==> config.mk <==
export PLATFORM = sky130hd
export DESIGN_NAME = regfile_wb_scheduler
export DESIGN_NICKNAME = d
export VERILOG_FILES = /design/src/rtl/regfile_wb_scheduler.sv
export SDC_FILE = /design/constraint.sdc
export NUM_CORES = 1
export LEC_CHECK = 0
export BUFFER_PORTS_ARGS = -buffer_cell sky130_fd_sc_hd__buf_2
export CORE_UTILIZATION = 30
export DETAILED_ROUTE_END_ITERATION = 6
export SYNTH_ARGS = -nofsm -noshare
export SYNTH_HDL_FRONTEND = slang
export SYNTH_SLANG_ARGS = --single-unit
==> constraint.sdc <==
create_clock -name CLK -period 2.8 [get_ports CLK]
set_input_delay 0.56 -clock CLK [delete_from_list [all_inputs] [get_ports CLK]]
set_output_delay 0.56 -clock CLK [all_outputs]
set_load 0.01 [all_outputs]
==> src/rtl/regfile_wb_scheduler.sv <==
`default_nettype none
// ============================================================================
//  Module   : regfile_wb_scheduler
//  Purpose  : Write-back scheduler in front of the register-file writer.
//             It merges two ALU write channels with queued memory-load
//             results onto the writer's two ports, keeping program order.
//             A newer ALU write to a register cancels older queued loads to
//             that register, so stale load data never overwrites it.
//  Ports    : CLK/nRST                 clock, async active-low reset
//             AluEn1/AluA1/AluD1       ALU Rd write (always accepted)
//             AluEn2/AluA2/AluD2       ALU Rs write (always accepted)
//             LdValid/LdAddr/LdData    returning load result
//             LdReady                  load FIFO not full
//             Flush                    synchronous FIFO clear
//             WrEn1/WrA1/WrD1          writer port 1 (registered)
//             WrEn2/WrA2/WrD2          writer port 2 (registered)
//             Pending                  FIFO occupancy, cancelled entries included
//             Drop                     cancelled entry retired (1-cycle pulse)
//  Revision : 1.0  initial release
// ============================================================================
module regfile_wb_scheduler #(
  parameter int DW    = 16,
  parameter int AW    = 1,
  parameter int DEPTH = 4
) (
  input  logic                     CLK,
  input  logic                     nRST,
  input  logic                     AluEn1,
  input  logic [AW-1:0]            AluA1,
  input  logic [DW-1:0]            AluD1,
  input  logic                     AluEn2,
  input  logic [AW-1:0]            AluA2,
  input  logic [DW-1:0]            AluD2,
  input  logic                     LdValid,
  input  logic [AW-1:0]            LdAddr,
  input  logic [DW-1:0]            LdData,
  output logic                     LdReady,
  input  logic                     Flush,
  output logic                     WrEn1,
  output logic [AW-1:0]            WrA1,
  output logic [DW-1:0]            WrD1,
  output logic                     WrEn2,
  output logic [AW-1:0]            WrA2,
  output logic [DW-1:0]            WrD2,
  output logic [$clog2(DEPTH):0]   Pending,
  output logic                     Drop
);

  localparam int PW = $clog2(DEPTH);   // pointer width
  localparam int CW = PW + 1;          // occupancy width (0..DEPTH)

  // FIFO storage: valid bits carry the cancel state, so they need reset;
  // address/data are only meaningful while valid and are left unreset.
  logic [DEPTH-1:0] ent_valid;
  logic [AW-1:0]    ent_addr [DEPTH];
  logic [DW-1:0]    ent_data [DEPTH];

  logic [PW-1:0]    wr_ptr;
  logic [PW-1:0]    rd_ptr;
  logic [CW-1:0]    count;
  logic [CW-1:0]    count_nxt;

  logic [DEPTH-1:0] kill;
  logic             push;
  logic             pop;
  logic             drop_nxt;
  logic             ld_p1;
  logic             ld_p2;
  logic             head_valid;
  logic             head_killed;
  logic [AW-1:0]    head_addr;
  logic [DW-1:0]    head_data;

  // Full is judged on the registered count only; a pop in the same cycle
  // does not open a slot for a push.
  assign LdReady = (count < CW'(DEPTH));
  assign Pending = count;
  assign push    = LdValid & LdReady & ~Flush;

  assign head_valid  = ent_valid[rd_ptr];
  assign head_killed = kill[rd_ptr];
  assign head_addr   = ent_addr[rd_ptr];
  assign head_data   = ent_data[rd_ptr];

  // An ALU write this cycle cancels every stored load to the same register.
  // The load being pushed this cycle is newer than the ALU write and is not
  // in storage yet, so it escapes the cancel.
  generate
    for (genvar i = 0; i < DEPTH; i++) begin : g_kill
      assign kill[i] = (AluEn1 && (ent_addr[i] == AluA1)) ||
                       (AluEn2 && (ent_addr[i] == AluA2));
    end
  endgenerate

  // Drain decision for the head entry. Cancelled heads retire without a
  // port; live heads prefer port 2, fall back to port 1, else stall.
  always_comb begin
    pop      = 1'b0;
    drop_nxt = 1'b0;
    ld_p1    = 1'b0;
    ld_p2    = 1'b0;
    if ((count != '0) && !Flush) begin
      if (!head_valid || head_killed) begin
        pop      = 1'b1;
        drop_nxt = 1'b1;
      end else if (!AluEn2) begin
        pop   = 1'b1;
        ld_p2 = 1'b1;
      end else if (!AluEn1) begin
        pop   = 1'b1;
        ld_p1 = 1'b1;
      end
    end
  end

  always_comb begin
    count_nxt = count;
    if (Flush) begin
      count_nxt = '0;
    end else if (push && !pop) begin
      count_nxt = count + CW'(1);
    end else if (!push && pop) begin
      count_nxt = count - CW'(1);
    end
  end

  // Per-entry valid bit: cancel, then retire on pop, then set on push.
  // Push and pop never target the same slot (pop needs count>0, push
  // needs count<DEPTH, and the slot under wr_ptr is free).
  generate
    for (genvar i = 0; i < DEPTH; i++) begin : g_entry
      always_ff @(posedge CLK or negedge nRST) begin
        if (!nRST) begin
          ent_valid[i] <= 1'b0;
        end else if (Flush) begin
          ent_valid[i] <= 1'b0;
        end else if (push && (wr_ptr == PW'(i))) begin
          ent_valid[i] <= 1'b1;
        end else if (pop && (rd_ptr == PW'(i))) begin
          ent_valid[i] <= 1'b0;
        end else if (kill[i]) begin
          ent_valid[i] <= 1'b0;
        end
      end

      always_ff @(posedge CLK) begin
        if (push && (wr_ptr == PW'(i))) begin
          ent_addr[i] <= LdAddr;
          ent_data[i] <= LdData;
        end
      end
    end
  endgenerate

  // Pointers wrap naturally because DEPTH is a power of two.
  always_ff @(posedge CLK or negedge nRST) begin
    if (!nRST) begin
      wr_ptr <= '0;
      rd_ptr <= '0;
      count  <= '0;
    end else begin
      count <= count_nxt;
      if (Flush) begin
        wr_ptr <= '0;
        rd_ptr <= '0;
      end else begin
        if (push) wr_ptr <= wr_ptr + PW'(1);
        if (pop)  rd_ptr <= rd_ptr + PW'(1);
      end
    end
  end

  // Registered writer ports. A load only takes a port the ALU left idle,
  // so each port carries at most one write per cycle.
  always_ff @(posedge CLK or negedge nRST) begin
    if (!nRST) begin
      WrEn1 <= 1'b0;
      WrA1  <= '0;
      WrD1  <= '0;
      WrEn2 <= 1'b0;
      WrA2  <= '0;
      WrD2  <= '0;
      Drop  <= 1'b0;
    end else begin
      WrEn1 <= AluEn1 | ld_p1;
      WrA1  <= ld_p1 ? head_addr : AluA1;
      WrD1  <= ld_p1 ? head_data : AluD1;
      WrEn2 <= AluEn2 | ld_p2;
      WrA2  <= ld_p2 ? head_addr : AluA2;
      WrD2  <= ld_p2 ? head_data : AluD2;
      Drop  <= drop_nxt;
    end
  end

endmodule
`default_nettype wire
==> results.cfg <==
[yosys]
synth_xor_area_share_pct = 1.853
synth_compound_area_share_pct = 2.568
yosysTopAreaCellShare_pct = 43.21
muxShareOfSynthArea_pct = 18.35
yosysWarnings = 0
synth_fp_nets = 322
postSynthRegisterBits = 116
yosys.area.top_type = edfxtp_1
yosys.area_share.simple_pct = 3.495
syn_avg_cell_area_um2 = 18.46
syn_area_um2 = 4726
synth_fa_ha_area_share_pct = 2.542
synth_cell_types = 32
ys_seq_area_share_pct = 68.63
synthCells = 256
netlist_top_cells_area = edfxtp_1 43%, dfrtp_1 25%, mux4_2 8.6%
synth_top_family_by_area = multiplexers

[clock_tree]
clkTransAtPathRegs_ns = 0.06
h-tree-depth = 4
cts.hold.buffers_added = 0
postCtsSetupBuffers = 0
cts_resized = 0
cts-root-buf = clkbuf_16
cts_tree = yes
cts_buffers = 17
cts_buffer_depth = 2
clk_latency_ns = 0.42
clock-sinks = 116

[floorplanning]
start_util_pct = 30.86
rows = 45
die_w_um = 127.5
ios = 98
coreArea_um2 = 15310
dieArea_um2 = 16260
die_h_um = 127.5

[sta]
hold-worst-slack_ns = 0.1247
final_hold_viol_count = 0
min_period_ns = 2.495
fin_skew_ns = 0.01096
setup_viol = 0
setup_tns_ns = 0
fmax_ghz = 0.4007
relSlewSlack_pct = 63.84
max_slew.worst_pin.slew_ns = 0.5424
slew_violations = 0
period_share_pct = 89.12
rsz0062_at_grt = no

[cells_and_area]
final_common_cell = buf_2
antennaDiodeCount = 0
layout-drive-gt1-share_pct = 54.45
most-common-layout-cells = 97 x buf_2, 68 x edfxtp_1, 48 x dfrtp_1
area_growth_pct = 30.95
nets = 446
fillers = 1436
postLayoutCoreUtil_pct = 40.41

[run_status]
status = finished clean

[placement]
place_congestion = 0.7769
port_buffers = 97
detailed_place_hpwl_mm = 6.696

[detailed_routing]
drtPass1Iterations = 4
drt-vias-per-instance = 4.281
detail-route-antenna-nets = 0
finalWirelength_mm = 9.624
wl_per_cell_um = 15.93
drcViolationCount = 0
num_vias = 2586
drt_iter0_drc = 96

[setup_path]
cp_max_fo = 3
worst_setup_path_end_kind = register
worstPathArrival_ns = 2.80
crit_required_ns = 3.10
start_kind = register
crit_type = register to register

[power_and_ir_drop]
swShare_pct = 25.97
p_leak_nw = 2.516
ir_drop_v = 0.0004157
power_switching_w = 0.001344
total_power_w = 0.005175
clockPowerShare_pct = 42.4
p_seq_share_pct = 39.1
p_int_w = 0.003831
p_comb_share_pct = 18.5
p_per_area_nw_per_um2 = 836.3

[hold_path]
hold_path.class = primary input to async pin

[global_route]
grt_pass1_vias = 2782
grt_pass1_wl_mm = 14.86
antenna_found_initial = 0
overflow = 0
globalRouteTotalUtil_pct = 12.81
grt_start_max_net_pins = 24

[flow_run]
max_cap_violations = 0
## cell families (layout without fill, tap and decap cells)
family	count (synthesis)	after routing
flops	116	116
simple gates	29	29
mux	56	56
fa+ha+maj	9	9
xor+xnor	10	10
buf+inv	23	160
compound gates	13	13
## per-stage QoR
| stage | cell area (um2) | setup slack, ns | instances |
|---|---|---|---|
| final | 6188 | 0.3046 | 604 |
| after CTS | 6188 | 0.2936 | 604 |
| after floorplan | 4767 | 0.006349 | 256 |
| after detailed placement | 5583 | 0.07708 | 572 |
| after global routing | 6188 | 0.2244 | 604 |
| after global placement | 5583 | 0.1429 | 572 |
## path summary, 6_finish.rpt
| path | cells past startpoint | to | startpoint | slack [ns] |
|---|---|---|---|---|
| worst max-delay path | 8 | Pending[2]$_DFFE_PN0P_ | ent_addr[0]$_DFFE_PP_ | 0.30 |
| worst min-delay path | 1 | WrD1[11]$_DFF_PN0_ | nRST | 0.12 |
| worst max register to register | 8 | Pending[2]$_DFFE_PN0P_ | ent_addr[0]$_DFFE_PP_ | 0.30 |
| worst min register to register | 1 | Pending[0]$_DFFE_PN0P_ | Pending[0]$_DFFE_PN0P_ | 0.54 |
| max in group asynchronous | 2 | WrD2[0]$_DFF_PN0_ | nRST | 2.06 |
| min in group CLK | 1 | ent_data[2][13]$_DFFE_PP_ | LdData[13] | 0.36 |
## state kept, by name, indices dropped and copies added, names as in the netlist, 2 cells and up
register / cells
rd_ptr: 2
WrD1: 16
wr_ptr: 2
WrD2: 16
ent_data: 64
ent_valid: 4
Pending: 3
ent_addr: 4
## layout make-up
class                   instances  area, um2  area share [%]
flip-flops and latches        116       3243           52.41
multi-input cells             117       1390           22.46
repair buffers                116      640.6           10.35
clock buffers                  18      429.2           6.935
well taps                     211      264.0           4.266
clock inverters                14      176.4           2.851
inverters                      12      45.04          0.7279
## per-layer routing
metal  routed length (um)  GRT usage [%]  share of wire, %
met5                    0              0                 0
met4                  157          7.143               1.6
met1                 4070          14.51                42
met3                  545          4.188               5.7
met2                 4851          21.34                50
## worst max-delay path, cell delays in order, from the launching register on
cell and delay (ns):
edfxtp_1 0.49, xnor2_2 0.18, a221oi_2 0.10, mux4_2 0.54, a31oi_4 0.20, nor3_2 0.07, fa_2 0.38, and4_1 0.16
a211o_1 0.26
## Yosys cell counts (all sizes together)
cell type  instances
edfxtp            68
dfrtp             48
mux2              35
mux4              18
inv               12
xnor2             10
buf                9
nand2              9
ha                 8
nor2               8
a31o               5
a221oi             4
and2               4
mux2i              3
nor3               3
clkbuf             2
a211o              1
a21oi              1
a31oi              1
and4               1
fa                 1
nand2b             1
nand4b             1
nor2b              1
o31ai              1
or2                1
## power groups by stage
stage / clock network, W / logic [W] / registers [W]
3_3_place_gp: 0 / 0.000968 / 0.00205
3_5_place_dp: 0 / 0.000982 / 0.00206
6_report: 0.00219 / 0.000958 / 0.00202
5_1_grt: 0.00233 / 0.00107 / 0.00204
4_1_cts: 0.00224 / 0.000985 / 0.00203
2_1_floorplan: 0 / 0.000641 / 0.00208
(Power assumes the default switching activity.)
